===== src/rtl/dmem_responder.sv =====
// Data-memory responder: fixed-latency word memory with a registered
// one-cycle completion pulse and misaligned-access detection.
module dmem_responder #(
    parameter int WIDTH   = 32,
    parameter int DEPTH   = 64,
    parameter int WAITCYC = 2
) (
    input  logic             clk,
    input  logic             reset,
    input  logic             req,
    input  logic             we,
    input  logic [WIDTH-1:0] addr,
    input  logic [WIDTH-1:0] wd,
    output logic [WIDTH-1:0] rd,
    output logic             ready,
    output logic             err,
    output logic             busy,
    output logic             stall
);
    localparam int IW = $clog2(DEPTH);
    localparam logic [3:0] CNT_INIT = 4'(WAITCYC - 1);

    typedef enum logic [1:0] {IDLE, WAIT, RESP} state_t;

    state_t           state_q, state_d;
    logic [3:0]       cnt_q, cnt_d;
    logic             we_q, we_d;
    logic [IW+1:0]    addr_q, addr_d;
    logic [WIDTH-1:0] wd_q, wd_d;
    logic [WIDTH-1:0] rd_q, rd_d;
    logic             ready_q, ready_d;
    logic             err_q, err_d;

    logic [WIDTH-1:0] mem [DEPTH];
    logic [IW-1:0]    idx;
    logic             mis;
    logic             mem_we;
    logic             unused_addr;

    // Upper address bits alias onto the same words.
    assign unused_addr = ^addr[WIDTH-1:IW+2];
    assign idx         = addr_q[IW+1:2];
    assign mis         = |addr_q[1:0];

    always_comb begin
        state_d = state_q;
        cnt_d   = cnt_q;
        we_d    = we_q;
        addr_d  = addr_q;
        wd_d    = wd_q;
        rd_d    = rd_q;
        ready_d = 1'b0;
        err_d   = 1'b0;
        mem_we  = 1'b0;
        unique case (state_q)
            IDLE: begin
                if (req) begin
                    we_d    = we;
                    addr_d  = addr[IW+1:0];
                    wd_d    = wd;
                    cnt_d   = CNT_INIT;
                    state_d = WAIT;
                end
            end
            WAIT: begin
                if (cnt_q == 4'd0) begin
                    state_d = RESP;
                    ready_d = 1'b1;
                    err_d   = mis;
                    if (mis || we_q) begin
                        rd_d = '0;
                    end else begin
                        rd_d = mem[idx];
                    end
                    mem_we = we_q & ~mis;
                end else begin
                    cnt_d = cnt_q - 4'd1;
                end
            end
            RESP: state_d = IDLE;
            default: state_d = IDLE;
        endcase
    end

    always_ff @(posedge clk or posedge reset) begin
        if (reset) begin
            state_q <= IDLE;
            cnt_q   <= '0;
            we_q    <= 1'b0;
            addr_q  <= '0;
            wd_q    <= '0;
            rd_q    <= '0;
            ready_q <= 1'b0;
            err_q   <= 1'b0;
        end else begin
            state_q <= state_d;
            cnt_q   <= cnt_d;
            we_q    <= we_d;
            addr_q  <= addr_d;
            wd_q    <= wd_d;
            rd_q    <= rd_d;
            ready_q <= ready_d;
            err_q   <= err_d;
        end
    end

    // Memory keeps its contents across reset.
    always_ff @(posedge clk) begin
        if (mem_we) begin
            mem[idx] <= wd_q;
        end
    end

    assign rd    = rd_q;
    assign ready = ready_q;
    assign err   = err_q;
    assign busy  = (state_q != IDLE);
    assign stall = req & ~ready_q;
endmodule


===== config.mk =====
export PLATFORM = sky130hd
export DESIGN_NAME = dmem_responder
export DESIGN_NICKNAME = d
export VERILOG_FILES = /design/src/rtl/dmem_responder.sv
export SDC_FILE = /design/constraint.sdc
export NUM_CORES = 2
export LEC_CHECK = 0
export ABC_AREA = 1
export BUFFER_PORTS_ARGS = -buffer_cell sky130_fd_sc_hd__buf_2
export CORE_ASPECT_RATIO = 1.1
export CORE_UTILIZATION = 63
export DETAILED_ROUTE_END_ITERATION = 10
export HOLD_SLACK_MARGIN = 0.05
export PLACE_DENSITY = 0.84
export SLEW_MARGIN = 20
export SYNTH_ARGS = -nofsm -noshare
export SYNTH_HDL_FRONTEND = slang
export SYNTH_SLANG_ARGS = --single-unit

===== constraint.sdc =====
create_clock -name clk -period 3.6 [get_ports clk]
set_input_delay 0.72 -clock clk [delete_from_list [all_inputs] [get_ports clk]]
set_output_delay 0.72 -clock clk [all_outputs]
set_load 0.05 [all_outputs]

==> summary.md <==
| Metric | Value |
|---|---|
| Wire length per cell | 21.8 µm |
| TritonRoute pass-1 iters | 9 |
| Max Slew Vio Count | 0 |
| Sequential area share after synthesis | 0.715 |
| Routed Antenna Nets | 0 |
| WP buf/inv | 2 |
| Period utilization | 0.871 |
| Achievable Freq | 319 MHz |
| Top cell type's share of synthesized area | 0.692 |
| CTS Hold Buffers Added | 4 |
| Number of setup buffers added after CTS | 0 |
| Critical path depth in cells | 14 |
| Setup TNS | 0 ns |
| Crit path kind | reg2reg |
| IO Pins | approximately 100 |
| Critical Path Fanout Max | 88 |
| R2R depth | 14 |
| Global route overflow | 0 |
| Largest net degree at the start of global routing | 140 |
| Clock transition at path regs | 0.07 ns |
| Vias per cell | slightly below 6 |
| Post-layout util | 0.705 |
| Worst Path Arrival | between 3 and 4 ns |
| H-tree lvl count | 4 |
| Max stage delay cell, worst path | dfrtp_4 |
| Avg Cell Area, Syn | between 10 and 15 µm² |
| Max Cap Violations | 0 |
| Syn. warnings | 0 |
| Status | complete, no violations |
| Die area | 0.143 mm² |
| Routability cong. | 0.856 |
| Worst Slack Setup Final | 0.466 ns |
| Vias in the first global route | 62,633 |
| Delay-heaviest family, CP | simple AND/OR/NAND/NOR gates |
| Max IR drop VDD | 0.846 mV |
| Top cell type by total area after synthesis | edfxtp_1 |
| Initial antenna violation count | 8 |
| Clock skew | 0.0446 ns |
| Cells after synthesis | 8,753 |
| CTS Buf Count | 189 |
| # clock sinks | about 2,100 |
| Post-Syn Nets | 8,823 |
| CTS tree | built |
| Synth-to-Final Area Change | 11.0% |
| Remaining routing DRC violations | 0 |
| CTS Buffer Depth | 3 |
| Slew @ Worst Pin | 1.18 ns |
| Number of gates resized after CTS | 0 |
| Share of cells above drive strength 1 | 0.0737 |
| Endpoints failing hold | 0 |
| Worst path most repeated cell | nand2_1 |
| Slew HR | 0.214 |
| CP Capture Type | flip-flop |
| First-pass GRT wire length | 352 mm |
| Final WL | 234 mm |
| Clk root buf | clkbuf_16 |
| Routed via count | roughly 63,000 |
| Die Y | 396 µm |
| CP cell instances | inv_8 > buf_12 > nand2_1 > nand2_1 > nand2_1 > nand2_1 > nand2_1 > nand2_1 > nand2_1 > nand2_1 > nor2_1 > nand2_1 > nand2_1 > nand2_1 |
| Chip width | 360 µm |
| Clk_lat worst skew | 0.84 ns |
| Final min period | 3.13 ns |
| Critical Path Max Stage Delay | 0.65 ns |
| Final setup vio count | 0 |
| Total global-route track usage | 0.328 |
| Nature of the critical path startpoint | flip-flop |
| Register bit total from synthesis | 2,129 |
| Starting density of the core | 0.635 |
| Site Rows | 144 |
| Fillers | around 8,400 |
| RSZ-0062 raised after global routing | no |
| Power per cell area | approximately 800 mW/mm² |
| Initial drt markers | around 9,300 |
| Core footprint | roughly 0.14 mm² |
| Mapped Area | roughly 0.09 mm² |
| DP Worst Slack | 0.681 ns |
| Distinct cells, synth | 23 |
| PortBufs | 79 |
| Synth top area cells | edfxtp_1 (69%), nand2_1 (25%), dfrtp_1 (2.3%), buf_2 (1.5%), nor2_1 (0.64%) |
| WP data required | roughly 4.3 ns |
| Hold/Removal Path Class | in2async |
| Leakage power | between 0.04 and 0.05 µW |
| Fin nets | 8,861 |
| Post-DP HPWL | 128 mm |
-- power by group --
part / internal [µW] / leakage [µW] / switching, µW
combinational: 6120 / 0.0193 / 18800
clock: 11300 / 0.00298 / 8790
sequential: 30800 / 0.0196 / 3210
total: 48300 / 0.0418 / 30800
-- cell usage in the layout, fill, tap and decap left out, drive strengths merged, types with 3 or more instances in the layout --
cell type       n
clkinv         77
bufinv         18
nor3           10
nand3          13
or2             5
edfxtp       2048
buf           279
clkinvlp        3
dfrtp          81
o21ai          15
o211ai          7
inv            42
nor2          153
nand2        5938
clkbuf        246
dlygate4sd3     4
-- final timing paths --
check | start | endpoint | slack (ns)
worst min register to register | cnt_q[0] | cnt_q[0] | 0.48
worst max register to register | addr_q[2] | rd[28] | 0.47
worst min-delay path | reset | ready | 0.04
max in group asynchronous | reset | rd[15] | 2.71
worst max-delay path | addr_q[2] | rd[28] | 0.47
min in group clk | wd[30] | wd_q[30] | 0.09
-- synth_stat cells --
cell	n
nand2_1	5938
edfxtp_1	2048
buf_2	275
nor2_1	151
clkbuf_1	138
dfrtp_1	81
inv_1	35
buf_1	20
nand3_1	13
o21ai_0	11
nor3_2	7
o211ai_1	7
inv_2	5
o21ai_1	4
or2_2	4
buf_4	3
nor3_1	3
a21oi_1	2
ha_1	2
nand4_1	2
nor2_2	2
nor4_2	1
or2_0	1
-- cell type report --
type	count	area [µm²]	share of cell area
Antenna cell	2	5.00	0.0000507
Inverter	40	175	0.00178
Clock inverter	100	963	0.00976
Timing Repair Buffer	283	2700	0.0274
Multi-Input combinational cell	6148	23800	0.241
Tap cell	1825	2280	0.0231
Clock buffer	246	5140	0.0521
Sequential cell	2129	63600	0.645
-- routing by layer --
metal / GRT usage / up-vias / wire length (µm)
met5: 0 / - / 26
met4: 0.180 / 4 / 13800
met3: 0.0654 / 914 / 29500
met2: 0.540 / 4683 / 113000
met1: 0.411 / 29609 / 78300
li1: - / 28231 / -
-- state kept, by name, summed over array words and instances, names as in the netlist --
| signal | cells |
|---|---|
| addr_q | 8 |
| cnt_q | 4 |
| err | 1 |
| mem | 2048 |
| rd | 32 |
| ready | 1 |
| state_q | 2 |
| wd_q | 32 |
| we_q | 1 |
-- through the flow --
stage | cell area (µm²) | instances | total power [µW] | hold WS, ns
global placement | 92500 | 10421 | 57100 | 0.452
floorplan | 88900 | 8753 | 48800 | 0.440
detailed placement | 92500 | 10421 | 58200 | 0.465
finish | 98700 | 10773 | 79100 | 0.0419
global route | 98700 | 10771 | 82200 | 0.0716
CTS | 98600 | 10771 | 78300 | 0.0545
-- kinds of logic (layout without fill, tap and decap cells) --
logic type,after synthesis,after routing,synth area share
flops,2129,2129,0.715
buf+inv,476,669,0.0241
simple gates,6122,6122,0.260
fa+ha+maj,2,2,0.000281
other cells,0,2,0
compound gates,24,24,0.00155
No activity file was read; power rests on OpenSTA's default activity.
